### config.mk
export PLATFORM = sky130hd
export DESIGN_NAME = rip_branch_resolver
export DESIGN_NICKNAME = d
export VERILOG_FILES = /design/src/rtl/rip_branch_resolver_pkg.sv /design/src/rtl/rip_bp_inflight_fifo.sv /design/src/rtl/rip_branch_resolver.sv
export SDC_FILE = /design/constraint.sdc
export NUM_CORES = 1
export LEC_CHECK = 0
export ABC_CLOCK_PERIOD_IN_PS = 3700
export CORE_MARGIN = 3
export CORE_UTILIZATION = 40
export CTS_CLUSTER_SIZE = 12
export DETAILED_ROUTE_END_ITERATION = 10
export PLACE_DENSITY = 0.74
export SYNTH_ARGS = -nofsm -noshare
export SYNTH_HDL_FRONTEND = slang
export SYNTH_SLANG_ARGS = --single-unit
### constraint.sdc
create_clock -name clk -period 3.7 [get_ports clk]
set_input_delay 0.555 -clock clk [delete_from_list [all_inputs] [get_ports clk]]
set_output_delay 0.555 -clock clk [all_outputs]
set_load 0.05 [all_outputs]
### src/rtl/rip_branch_resolver_pkg.sv
// Shared branch-predictor encodings used by the PHT predictor and its resolver.
`default_nettype none

package rip_branch_predictor_const;

  // 2-bit saturating-counter states; NONE marks "no counter read".
  typedef enum logic [2:0] {
    STRONGLY_UNTAKEN = 3'd0,
    WEAKLY_UNTAKEN   = 3'd1,
    WEAKLY_TAKEN     = 3'd2,
    STRONGLY_TAKEN   = 3'd3,
    NONE             = 3'd4
  } rip_bpw_t;

endpackage

`default_nettype wire

### src/rtl/rip_bp_inflight_fifo.sv
// Synchronous FIFO of in-flight branch predictions with clear; push+pop same cycle is legal.
`default_nettype none

module rip_bp_inflight_fifo #(
  parameter int DATA_WIDTH = 8,
  parameter int DEPTH      = 4
) (
  input  logic                  clk,
  input  logic                  rstn,
  input  logic                  clear,
  input  logic                  push,
  input  logic [DATA_WIDTH-1:0] push_data,
  input  logic                  pop,
  output logic [DATA_WIDTH-1:0] pop_data,
  output logic                  full,
  output logic                  empty
);

  localparam int AW = $clog2(DEPTH);

  logic [DATA_WIDTH-1:0] mem [DEPTH];
  logic [AW-1:0]         wr_ptr;
  logic [AW-1:0]         rd_ptr;
  logic [AW:0]           count;
  logic                  do_push;
  logic                  do_pop;

  assign full     = (count == (AW+1)'(DEPTH));
  assign empty    = (count == '0);
  assign do_push  = push & ~full;
  assign do_pop   = pop & ~empty;
  assign pop_data = mem[rd_ptr];

  always_ff @(posedge clk) begin
    if (!rstn || clear) begin
      wr_ptr <= '0;
      rd_ptr <= '0;
      count  <= '0;
    end else begin
      if (do_push) wr_ptr <= wr_ptr + AW'(1);
      if (do_pop)  rd_ptr <= rd_ptr + AW'(1);
      count <= count + (AW+1)'(do_push) - (AW+1)'(do_pop);
    end
  end

  // Storage needs no reset; occupancy alone defines validity.
  always_ff @(posedge clk) begin
    if (rstn && !clear && do_push) mem[wr_ptr] <= push_data;
  end

endmodule

`default_nettype wire

### src/rtl/rip_branch_resolver.sv
// Matches in-flight predictions against execute outcomes, drives the predictor
// update port, raises mispredict redirects and keeps saturating branch counters.
`default_nettype none

module rip_branch_resolver
  import rip_branch_predictor_const::*;
#(
  parameter int PHT_LSB   = 0,
  parameter int PHT_MSB   = 31,
  parameter int DEPTH     = 4,
  parameter int CNT_WIDTH = 32
) (
  input  logic                   clk,
  input  logic                   rstn,
  input  logic                   stall,
  input  logic                   flush,
  input  logic                   enq_valid,
  output logic                   enq_ready,
  input  logic [PHT_MSB-PHT_LSB:0] enq_index,
  input  rip_bpw_t               enq_weight,
  input  logic                   enq_pred,
  input  logic                   res_valid,
  input  logic                   res_taken,
  input  logic [31:0]            res_next_pc,
  output logic                   update,
  output logic [PHT_MSB-PHT_LSB:0] update_index,
  output rip_bpw_t               update_weight,
  output logic                   actual,
  output logic                   mispredict,
  output logic [31:0]            redirect_pc,
  output logic                   res_error,
  output logic [CNT_WIDTH-1:0]   branch_count,
  output logic [CNT_WIDTH-1:0]   mispredict_count
);

  localparam int IW = PHT_MSB - PHT_LSB + 1;

  typedef struct packed {
    logic [IW-1:0] index;
    rip_bpw_t      weight;
    logic          pred;
  } entry_t;

  entry_t head;
  entry_t tail;
  logic   full;
  logic   empty;
  logic   ready_en;
  logic   enq_fire;
  logic   res_fire;
  logic   res_hit;
  logic   res_miss;
  logic   mis;

  assign tail     = '{index: enq_index, weight: enq_weight, pred: enq_pred};
  // ready_en keeps enq_ready low while reset is held.
  assign enq_ready = ~full & ready_en;
  assign enq_fire  = enq_valid & enq_ready & ~stall & ~flush;
  assign res_fire  = res_valid & ~stall & ~flush;
  assign res_hit   = res_fire & ~empty;
  assign res_miss  = res_fire & empty;
  assign mis       = res_hit & (head.pred != res_taken);

  rip_bp_inflight_fifo #(
    .DATA_WIDTH ($bits(entry_t)),
    .DEPTH      (DEPTH)
  ) u_fifo (
    .clk       (clk),
    .rstn      (rstn),
    .clear     (flush | mis),
    .push      (enq_fire & ~mis),
    .push_data (tail),
    .pop       (res_hit),
    .pop_data  (head),
    .full      (full),
    .empty     (empty)
  );

  always_ff @(posedge clk) begin
    if (!rstn) begin
      ready_en         <= 1'b0;
      update           <= 1'b0;
      update_index     <= '0;
      update_weight    <= STRONGLY_UNTAKEN;
      actual           <= 1'b0;
      mispredict       <= 1'b0;
      redirect_pc      <= '0;
      res_error        <= 1'b0;
      branch_count     <= '0;
      mispredict_count <= '0;
    end else begin
      ready_en   <= 1'b1;
      update     <= res_hit;
      mispredict <= mis;
      if (res_hit) begin
        update_index  <= head.index;
        update_weight <= head.weight;
        actual        <= res_taken;
        redirect_pc   <= res_next_pc;
        if (branch_count != '1) branch_count <= branch_count + CNT_WIDTH'(1);
      end
      if (mis && mispredict_count != '1)
        mispredict_count <= mispredict_count + CNT_WIDTH'(1);
      if (res_miss) res_error <= 1'b1;
    end
  end

endmodule

`default_nettype wire

After elaboration in Yosys (flattened, before gate mapping). Memories as Yosys holds them, arrays and structs flattened. A register that Yosys moved wholly into a read port is not among the register bits. Cells that the tools add are included.

Logic and storage cells: 55. Bits in registers: 143. Bits in writable memories: 144. Output and inout bits: 136. Memories: 1. Bits in latches: 0. ROM bits: 0.

$lt $le $gt $ge: 0. Shift operators: 0. Add/subtract/negate cells: 6. Multiply operators: 0. Bitwise logic cells: 18. Divide/modulo/power cells: 0. Reductions and logical operators: 8. Eq/ne operators: 4. Mux-type cells: 5.

Memories: u_fifo.mem (words 4, width 36, rd ports 1, clocked after Yosys merged registers in 1, write ports 1, RTL line rip_bp_inflight_fifo.sv:21) `logic [DATA_WIDTH-1:0] mem [DEPTH];`.

Operators with widths (number): adder 32 x 1 -> 32 bit (second input constant) (2); inequality test 32 bit (second input constant) (2); AND 1 bit (12); inverter 1 bit (5); adder 2 x 1 -> 2 bit (second input constant) (2); 2-to-1 mux 2 bit (2); adder 3 x 1 -> 3 bit (1); == test 3 bit (second input constant) (1); logical AND 1 bit (3); logical NOT 3 bit (1); 2-to-1 mux 1 bit (3); subtractor 3 x 1 -> 3 bit (1); logical NOT 1 bit (2); AND reduction 2 bit (1); logical OR 1 bit (1); inequality test 1 bit (1); OR 1 bit (1).

Logic depth before layout (Yosys ltp). Gate-level depths: netlist of the first run.

Word-level depth: 11. Gate-level depth with buffers: 12.

By module. Synthesis of the first run repeated with hierarchy kept, for this count alone.

Cells, all modules: 955. Area total of the unflattened synthesis: 11519.8 um^2.

By module, submodules not included: rip_branch_resolver (area an instance 5840.6 um^2, sequential area each 2722.6 um^2, cells each 716, instances 1); rip_bp_inflight_fifo (area an instance 5679.2 um^2, sequential area each 4504.3 um^2, cells each 239, instances 1).

Least setup slack after synthesis of the first run. Ideal clock, no wire load.

Path type: reg-to-reg. Start point: register u_fifo.count[1]. End point: memory u_fifo.mem[0][0] (netlist name) (enable). Stages on the path, launching flop included: 6. Required time: 3.303 ns. Arrival time: 2.712 ns. Setup time: 0.397 ns. Path slack: 0.591 ns. Path through: dfxtp_1 inv_1 a31oi_1 and3b_1 clkbuf_1 and3_1.

Longest elaborated chain between the ends: 11.

Ends and longest elaborated chain: from (decl) (RTL line rip_bp_inflight_fifo.sv:24) `logic [AW:0] count;`; from (signal assigned) (RTL line rip_bp_inflight_fifo.sv:42) `count <= count + (AW+1)'(do_push) - (AW+1)'(do_pop);`; == test 3 bit (RTL line rip_bp_inflight_fifo.sv:28) `assign full = (count == (AW+1)'(DEPTH));`; inverter 1 bit (RTL line rip_branch_resolver.sv:57) `assign enq_ready = ~full & ready_en;`; AND 1 bit (RTL line rip_branch_resolver.sv:57); named net enq_ready (RTL line rip_branch_resolver.sv:18) `output logic enq_ready,`; AND 1 bit (3 in a row) (RTL line rip_branch_resolver.sv:58) `assign enq_fire = enq_valid & enq_ready & ~stall & ~flush;`; AND 1 bit (RTL line rip_branch_resolver.sv:71) `.push (enq_fire & ~mis),`; AND 1 bit (RTL line rip_bp_inflight_fifo.sv:30) `assign do_push = push & ~full;`; logical AND 1 bit (RTL line rip_bp_inflight_fifo.sv:48) `if (rstn && !clear && do_push) mem[wr_ptr] <= push_data;`; 2-to-1 mux 1 bit (RTL line rip_bp_inflight_fifo.sv:48); 2-to-1 mux 1 bit (implied by the code) (RTL line rip_bp_inflight_fifo.sv:48); to (decl) (RTL line rip_bp_inflight_fifo.sv:21).

The timed path passes the listed nets, and every way through them passes these cells.

Final worst setup path of the first run.
Start point: input flush. End point: register branch_count[19].

Longest elaborated chain between the ends: 4.

Ends and longest elaborated chain: from (decl) (RTL line rip_branch_resolver.sv:16) `input logic flush,`; inverter 1 bit (RTL line rip_branch_resolver.sv:59) `assign res_fire = res_valid & ~stall & ~flush;`; AND 1 bit (RTL line rip_branch_resolver.sv:59); AND 1 bit (RTL line rip_branch_resolver.sv:60) `assign res_hit = res_fire & ~empty;`; AND reduction 2 bit (no line); to (signal assigned) (RTL line rip_branch_resolver.sv:100) `if (branch_count != '1) branch_count <= branch_count + CNT_WIDTH'(1);`; to (decl) (RTL line rip_branch_resolver.sv:32) `output logic [CNT_WIDTH-1:0] branch_count,`.

Every way passes these cells. A chain may end at the register's enable or synchronous reset.

==> run summary, run 1 <==
Arrival time worst endpoint: 3300 ps
Number of global-route vias before repair: 7,963
Layout fillers: 2,310
Fmax: 355 MHz
Pin count of the biggest net entering global routing: 80
Die ar.: 30,500 sq um
Final setup violation count: 0
Synth Instances: 942
Clock root cell: clkbuf_16
Final hold vios: 0
Hpwl dp: 17,400 um
Placer Congestion: 0.805
Worst EP required: 4180 ps
Post-synth top area share: 0.381
Register area share after synthesis: 0.636
Crit path max fanout: 39
Mean Syn Cell Area: 12.1 sq um
Post-Route Setup TNS: 0 ps
Total grt overflow: 0
Synth area leader: edfxtp_1
R2r worst-path depth: 6
Initial Util: 0.408
Core area: 27,900 sq um
Post-synth top flop: dfxtp_1
Residual DRC: 0
GR Util met1: 0.223
Rel. slew slack: 0.414
Met3 usage: 0.0358
Fin crit share: 0.762
Cts hold-fix bufs: 0
RSZ-0062 raised after global routing: false
Setup crit end: branch_count[19]
Pleak: 4.61 nW
Worst Tran Pin Value: 879 ps
Met2 Use GR: 0.294
Gr busiest metal: met2
Routed vias: 8,154
Clock sinks: 289
Yosys Warn Count: 0
Register area: 7230 sq um
Antenna cells: 0
Reg clk slew, reported paths: 60 ps
Max Buffers Root-to-Sink: 3
GRT Overall Usage: 0.170
Share of layout cells above drive strength 1: 0.0950
Multi-input logic area: 3830 sq um
# H-tree levels: 1
Number of placement rows: 61
Pre-Repair DR Iteration Count: 5
Clock skew: 9.35 ps
CP endpoint kind: flop
Most numerous cell in the Yosys netlist: nand2_1
Post-DR wirelength/cell: 17.4 um
Post-synth EDFFs: 144
ANT nets after route: 0
Hold Crit Class: reg2reg
Clock Latency Late Sink: 560 ps
DRT iter0 DRCs: 596
RR Startpoint: u_fifo.mem[3][0]
Post-CTS sizing: 0
First-pass GRT wire length: 42,700 um
Syn nets: 1,026
Power per cell area: 439 nW/um^2
Mapped Area: 11,400 sq um
Initial antenna violation count: 1
Num ports: 211
Worst Setup SP: flush
Worst R2R Setup Slack: 910 ps
Port buffer count: 210
Synth Register Bits: 289
Max Slew Vio Count: 0
TritonCTS clock tree: yes
CP Class: in2reg
Status: finished, final reports clean
Setup bufs post-CTS: 0
Commonest cells in the synthesized netlist: 171 x nand2_1, 145 x dfxtp_1, 144 x edfxtp_1, 117 x a21oi_1, 39 x clkbuf_1
Reg2reg end: u_fifo.mem[0][35]
Synth unique cells: 52
Max-cap violations: 0
Die height: 175 um
CTS Buf Count: 31
Peak supply drop: 0.311 mV
Area delta synth->final: 31.0%
Drt total wl: 26,900 um
Final min period: 2820 ps
Post-synth ARST share: 0
Post-layout util: 0.534
Final nets: 1,229
Startpoint Class: primary input
Area contributors post-synth: edfxtp_1 38%, dfxtp_1 26%, mux4_2 7.1%, nand2_1 5.6%, a21oi_1 5.2%
Via density: 5.27
Die width: 175 um
stage by stage:
stage / worst slack, ps / cells / hold slack (ps) / cell area [sq um] / power (mW)
after floorplan: 591 / 942 / 485 / 11400 / 3.49
after global placement: 393 / 1490 / 441 / 13900 / 3.61
after detailed placement: 378 / 1490 / 446 / 13900 / 3.62
after CTS: 856 / 1547 / 453 / 14900 / 6.62
after global routing: 637 / 1547 / 469 / 14900 / 6.76
final: 880 / 1547 / 450 / 14900 / 6.54
area by class of cell:
class | count | share of cell area
Clock buffer | 53 | 0.0631
Clock inverter | 4 | 0.00404
Inverter | 18 | 0.00471
Multi-Input combinational cell | 580 | 0.257
Timing Repair Buffer | 225 | 0.153
Tap cell | 378 | 0.0318
Sequential cell | 289 | 0.486
worst max-delay path, stage by stage:
cell and delay, ps:
clkdlybuf4s50_1 460, nor3b_1 280, buf_4 190, nand2_4 50, inv_2 120, buf_4 390
nand2_1 480, or4_1 620, a21oi_1 150
registers in the layout, summed over array words and instances, names as in the netlist, 2 cells and up, named ones only:
register	cells
branch_count	32
update_weight	3
update_index	32
redirect_pc	32
u_fifo.mem	144
mispredict_count	32
u_fifo.wr_ptr	2
u_fifo.rd_ptr	2
u_fifo.count	3
power breakdown:
part	switching (mW)	leakage, nW	internal [mW]	total, mW
combinational	0.0875	1.66	0.0903	0.178
sequential	0.00335	2.46	3.37	3.37
clock	1.20	0.487	1.79	2.99
cell families (layout without fill, tap and decap cells):
family / after synthesis / in the layout / share of synthesized area
xor gates and xnor gates: 12 / 12 / 0.0109
adders and majority gates: 9 / 9 / 0.0106
AOI/OAI and AO/OA: 183 / 183 / 0.0939
muxes: 44 / 44 / 0.0784
DFF: 289 / 289 / 0.636
buffers and inverters: 73 / 300 / 0.0279
and+or+nand+nor: 332 / 332 / 0.142
worst min path at each step:
stage,startpoint,end,cells past startpoint
2_1_floorplan,u_fifo.rd_ptr[1],flop,2
3_3_place_gp,redirect_pc[31],redirect_pc[31],2
3_5_place_dp,update_index[2],update_index[2],2
4_1_cts,redirect_pc[7],redirect_pc[7],2
5_1_grt,redirect_pc[13],redirect_pc[13],2
6_report,redirect_pc[7],redirect_pc[7],2
metal layers:
layer	wire length [um]	part of all wire
met1	11400	0.42
met2	13300	0.49
met3	1760	0.065
met4	442	0.016
met5	13	0.00048
cell usage in the layout, fill, tap and decap left out, drive strengths merged, types with 9 or more instances in the layout:
| cell type | synthesis | final |
|---|---|---|
| clkdlybuf4s50 | 0 | 210 |
| nand2 | 171 | 171 |
| dfxtp | 145 | 145 |
| edfxtp | 144 | 144 |
| a21oi | 117 | 117 |
| clkbuf | 41 | 53 |
| mux4 | 36 | 36 |
| or3 | 26 | 26 |
| nand3 | 25 | 25 |
| o21ai | 25 | 25 |
| nor2 | 23 | 23 |
| nand4 | 21 | 21 |
| o31ai | 20 | 20 |
| or4 | 20 | 20 |
| inv | 18 | 19 |
| buf | 14 | 15 |
| and3 | 10 | 10 |
| xnor2 | 9 | 9 |
Power figures use the tool's default switching activity.
==> inputs of run 2 (changes only) <==
--- a/config.mk
+++ b/config.mk
@@ -5,12 +5,12 @@
 export SDC_FILE = /design/constraint.sdc
 export NUM_CORES = 1
 export LEC_CHECK = 0
-export ABC_CLOCK_PERIOD_IN_PS = 3700
+export ABC_CLOCK_PERIOD_IN_PS = 2400
 export CORE_MARGIN = 3
 export CORE_UTILIZATION = 40
 export CTS_CLUSTER_SIZE = 12
 export DETAILED_ROUTE_END_ITERATION = 10
-export PLACE_DENSITY = 0.74
+export PLACE_DENSITY = 0.76
 export SYNTH_ARGS = -nofsm -noshare
 export SYNTH_HDL_FRONTEND = slang
 export SYNTH_SLANG_ARGS = --single-unit
==> constraint.sdc (replaced) <==
create_clock -name clk -period 2.4 [get_ports clk]
set_input_delay 0.36 -clock clk [delete_from_list [all_inputs] [get_ports clk]]
set_output_delay 0.36 -clock clk [all_outputs]
set_load 0.05 [all_outputs]
==> run summary, run 2 (same netlist as run 1, synthesis figures left out) <==
Die height: 175 um
Final setup violation count: 1
Clock sinks: 289
Failing checks: negative setup slack
Pre-Repair DR Iteration Count: 5
Fin crit share: 1.00
Clock skew: 25.3 ps
Total grt overflow: 0
Commonest non-fill, non-tap cell in the layout: clkdlybuf4s50_1
Max reg flops: 144
Rel. slew slack: 0.534
Power per cell area: 635 nW/um^2
Final min period: 2410 ps
Routed vias: 8,372
Fmax: 415 MHz
Pwr Total: 9.85 mW
Startpoint Class: flop
Clock root cell: clkbuf_16
Dpl cell area: 14,100 sq um
Most frequent cells in the layout: 209 x clkdlybuf4s50_1, 170 x nand2_1, 144 x edfxtp_1, 131 x dfxtp_1, 111 x a21oi_1
Pin count of the biggest net entering global routing: 61
Worst EP required: 2820 ps
CTS Buf Count: 30
Max Slew Vio Count: 0
RSZ-0062 raised after global routing: true
Via density: 5.26
Num ports: 211
Port buffer count: 210
Peak supply drop: 0.622 mV
Number of placement rows: 61
Antenna cells: 0
Initial antenna violation count: 1
Biggest register: u_fifo.mem
Cts hold-fix bufs: 0
Design Area, Final: 15,500 sq um
Placed Cells incl. Taps: 1,518
Worst R2R Setup Slack: -8 ps
Slack of the critical path: -7.76 ps
Share of layout cells above drive strength 1: 0.157
Hpwl dp: 17,400 um
Die width: 175 um
Buffers and inverters on the worst path: 0
Max Buffers Root-to-Sink: 3
TritonCTS clock tree: yes
Post-layout util: 0.556
Final hold vios: 0
GRT Overall Usage: 0.177
Drt total wl: 27,600 um
Post-DR wirelength/cell: 17.3 um
Initial Util: 0.408
Hold path depth: 3
Slowest CP cell: mux4_2
Status: finished, violations left
# H-tree levels: 1
Clock Latency Late Sink: 560 ps
Fin cells: 1,592
Max-cap violations: 0
Worst Hold End: redirect_pc[28]
Residual DRC: 0
DRT iter0 DRCs: 628
Hold path startpoint: res_next_pc[28]
RR Startpoint: u_fifo.mem[3][0]
Die ar.: 30,500 sq um
Pleak: 4.89 nW
Crit path max fanout: 5
CP top delay family: multiplexers
ANT nets after route: 0
R2r worst-path depth: 9
Worst Tran Pin Value: 699 ps
Crit-path cells: mux4_2 -> xor2_4 -> a21oi_4 -> and2_4 -> ha_4 -> fa_2 -> xnor2_2 -> xnor2_1 -> nor2_1
Final nets: 1,278
Core area: 27,900 sq um
Number of global-route vias before repair: 8,190
Max incr delay on CP: 570 ps
CP endpoint kind: flop
Reg clk slew, reported paths: 60 ps
Arrival time worst endpoint: 2830 ps
Reg2reg end: u_fifo.count[2]
Hold Crit Class: in2reg
CP Class: reg2reg
Area delta synth->final: 36.4%
First-pass GRT wire length: 44,300 um
Placer Congestion: 0.811
[run 2: worst reg2reg max path: stages (launching register included)]
cell and delay (ps):
edfxtp_1 360, mux4_2 570, xor2_4 240, a21oi_4 90
and2_4 170, ha_4 150, fa_2 340, xnor2_2 140
xnor2_1 140, nor2_1 70
[run 2: power breakdown]
| group | total (mW) | switching (mW) | internal (mW) |
|---|---|---|---|
| clock network | 4.35 | 1.84 | 2.52 |
| logic | 0.300 | 0.143 | 0.156 |
| registers | 5.19 | 0.00547 | 5.19 |
[run 2: cell type report]
| type | count | area [sq um] |
|---|---|---|
| Tap cell | 378 | 473 |
| Fill cell | 2292 | 12400 |
| Clock buffer | 48 | 848 |
| Multi-Input combinational cell | 584 | 4010 |
| Inverter | 18 | 72.6 |
| Sequential cell | 289 | 7240 |
| Clock inverter | 4 | 71.3 |
| Timing Repair Buffer | 271 | 2770 |
[run 2: per-layer routing]
layer	wire length [um]	global-route usage
met3	1640	0.0341
met1	11800	0.237
met4	401	0.0309
met5	13	0
met2	13700	0.307
[run 2: timing repair]
action	4_1_cts	5_1_grt
cloned	4	0
pin swaps	10	13
resized for setup	6	22
setup endpoints to repair	147	20
buffers inserted	17	1
[run 2: through the flow]
step / TNS, ps / worst slack (ps) / hold WS [ps]
after floorplan: -189 / -114 / 388
after global placement: -29810 / -212 / 441
final: -7.76 / -7.76 / 357
after detailed placement: -34510 / -237 / 445
after global routing: -235 / -92.9 / 341
after CTS: 0 / 0.503 / 321
[run 2: worst max path at each step]
stage / from / endpoint / slack, ps / cells past startpoint
floorplan: flop / u_fifo.count[2] / -110 / 10
finish: u_fifo.mem[3][0] / u_fifo.count[2] / -8 / 9
global route: u_fifo.mem[3][0] / u_fifo.count[2] / -90 / 9
CTS: u_fifo.mem[3][0] / u_fifo.count[2] / 0.5 / 9
global placement: flush / u_fifo.mem[1][11] / -210 / 8
detailed placement: flush / u_fifo.mem[1][11] / -240 / 8
==> inputs of run 3 (changes only) <==
--- a/config.mk
+++ b/config.mk
@@ -6,6 +6,7 @@
 export NUM_CORES = 1
 export LEC_CHECK = 0
 export ABC_CLOCK_PERIOD_IN_PS = 2400
+export CORE_ASPECT_RATIO = 0.5
 export CORE_MARGIN = 3
 export CORE_UTILIZATION = 40
 export CTS_CLUSTER_SIZE = 12
==> run summary, run 3 (same netlist as run 1, synthesis figures left out) <==
Setup crit end: u_fifo.count[2]
Post-layout util: 0.567
Max reg flops: 144
Power per cell area: 622 nW/um^2
Clock skew: 42.3 ps
Clock sinks: 289
Worst Setup SP: u_fifo.mem[3][0]
Hold Crit Class: in2reg
Cell depth of the worst setup path: 9
Placer Congestion: 0.800
Clock Latency Late Sink: 580 ps
Status: finished, final reports clean
Post-DR wirelength/cell: 19.1 um
Num ports: 211
Arrival time worst endpoint: 2820 ps
Buffers and inverters on the worst path: 0
Biggest register: u_fifo.mem
Port buffer count: 210
Routed vias: 8,572
Crit-path cells: mux4_2 -> xor2_4 -> a21oi_2 -> and2_4 -> ha_4 -> fa_2 -> xnor2_2 -> xnor2_1 -> nor2_1
Hpwl dp: 18,900 um
CP endpoint kind: flop
Reg2reg end: u_fifo.count[2]
GRT Overall Usage: 0.192
Initial antenna violation count: 1
Max-cap violations: 0
CTS Buf Count: 28
First-pass GRT wire length: 47,400 um
Fin crit share: 1.00
Core area: 27,200 sq um
Slowest CP cell: mux4_2
Number of global-route vias before repair: 8,494
CP top delay family: multiplexers
Max Buffers Root-to-Sink: 3
Max Slew Vio Count: 0
RR Startpoint: u_fifo.mem[3][0]
Share of layout cells above drive strength 1: 0.149
Pleak: 4.86 nW
Most frequent cells in the layout: 209 x clkdlybuf4s50_1, 170 x nand2_1, 144 x edfxtp_1, 131 x dfxtp_1, 115 x a21oi_1
Peak supply drop: 0.549 mV
Hold path depth: 3
Residual DRC: 0
Final nets: 1,282
Cts hold-fix bufs: 0
Die ar.: 30,600 sq um
Clock root cell: clkbuf_16
Number of placement rows: 42
TritonCTS clock tree: yes
Total grt overflow: 0
Commonest non-fill, non-tap cell in the layout: clkdlybuf4s50_1
DRT iter0 DRCs: 697
Die height: 125 um
Drt total wl: 30,400 um
CP Class: reg2reg
Final min period: 2400 ps
Rel. slew slack: 0.458
Startpoint Class: flop
Final hold vios: 0
Worst EP required: 2820 ps
Post-Route Setup TNS: 0 ps
Max incr delay on CP: 570 ps
Die width: 244 um
Worst R2R Setup Slack: 0.8 ps
# H-tree levels: 1
Area delta synth->final: 35.5%
R2r worst-path depth: 9
RSZ-0062 raised after global routing: true
Via density: 5.38
Final setup violation count: 0
Initial Util: 0.418
Reg clk slew, reported paths: 60 ps
Crit path max fanout: 3
Worst Tran Pin Value: 813 ps
Pre-Repair DR Iteration Count: 5
Pin count of the biggest net entering global routing: 71
ANT nets after route: 0
Fmax: 417 MHz
## run 3: changes by cell type in the layout (fill, tap and decap cells not counted), sizes merged
cell,delta
buf,+5
clkbuf,+2
bufinv,-1
diode,+1
inv,-1
## run 3: timing repair
action                     4_1_cts  5_1_grt
cloned                           4        1
setup buffers                   19        4
setup endpoints to repair      147       39
gates resized for setup          9        4
pin swaps                       13        9
## run 3: metrics by stage
step	power (mW)	cell area, sq um	hold slack, ps	instances	setup WS [ps]
final	9.58	15400	331	1594	0.835
after global placement	5.58	14100	443	1515	-200
after floorplan	5.39	11500	388	942	-114
after CTS	9.62	15300	304	1588	0.411
after detailed placement	5.59	14100	446	1515	-248
after global routing	9.88	15400	327	1594	-69.5
## run 3: layout make-up
cell class / count / area, sq um
antenna: 1 / 2.50
clock buffer: 49 / 793
clock inverter: 2 / 35.0
fill: 2119 / 11800
inverter: 18 / 72.6
multi-input combinational: 584 / 3960
sequential: 289 / 7240
tap: 374 / 468
timing repair buffer: 277 / 2820
## run 3: where the power goes
part	total [mW]	switching [mW]	internal, mW
Clock	4.08	1.84	2.24
Sequential	5.19	0.00564	5.19
Combinational	0.311	0.151	0.160
Total	9.58	2.00	7.58
## run 3: worst min path at each step
stage                startpoint                to
2_1_floorplan              rstn          ready_en
3_3_place_gp    redirect_pc[19]   redirect_pc[19]
3_5_place_dp   update_weight[1]  update_weight[1]
4_1_cts         res_next_pc[23]   redirect_pc[23]
5_1_grt         res_next_pc[23]   redirect_pc[23]
6_report        res_next_pc[23]   redirect_pc[23]
## run 3: per-layer routing
layer | vias up | track usage | routed length, um
met3 | 67 | 0.0319 | 1360
li1 | 4008 | - | -
met4 | 0 | 0.0732 | 1040
met1 | 4262 | 0.236 | 12100
met2 | 235 | 0.342 | 15900
met5 | - | 0 | 0
## run 3: tightest hold or removal path, cell delays in order
cell and delay, ps:
clkdlybuf4s50_1 390, nand2_1 50, a21oi_1 50
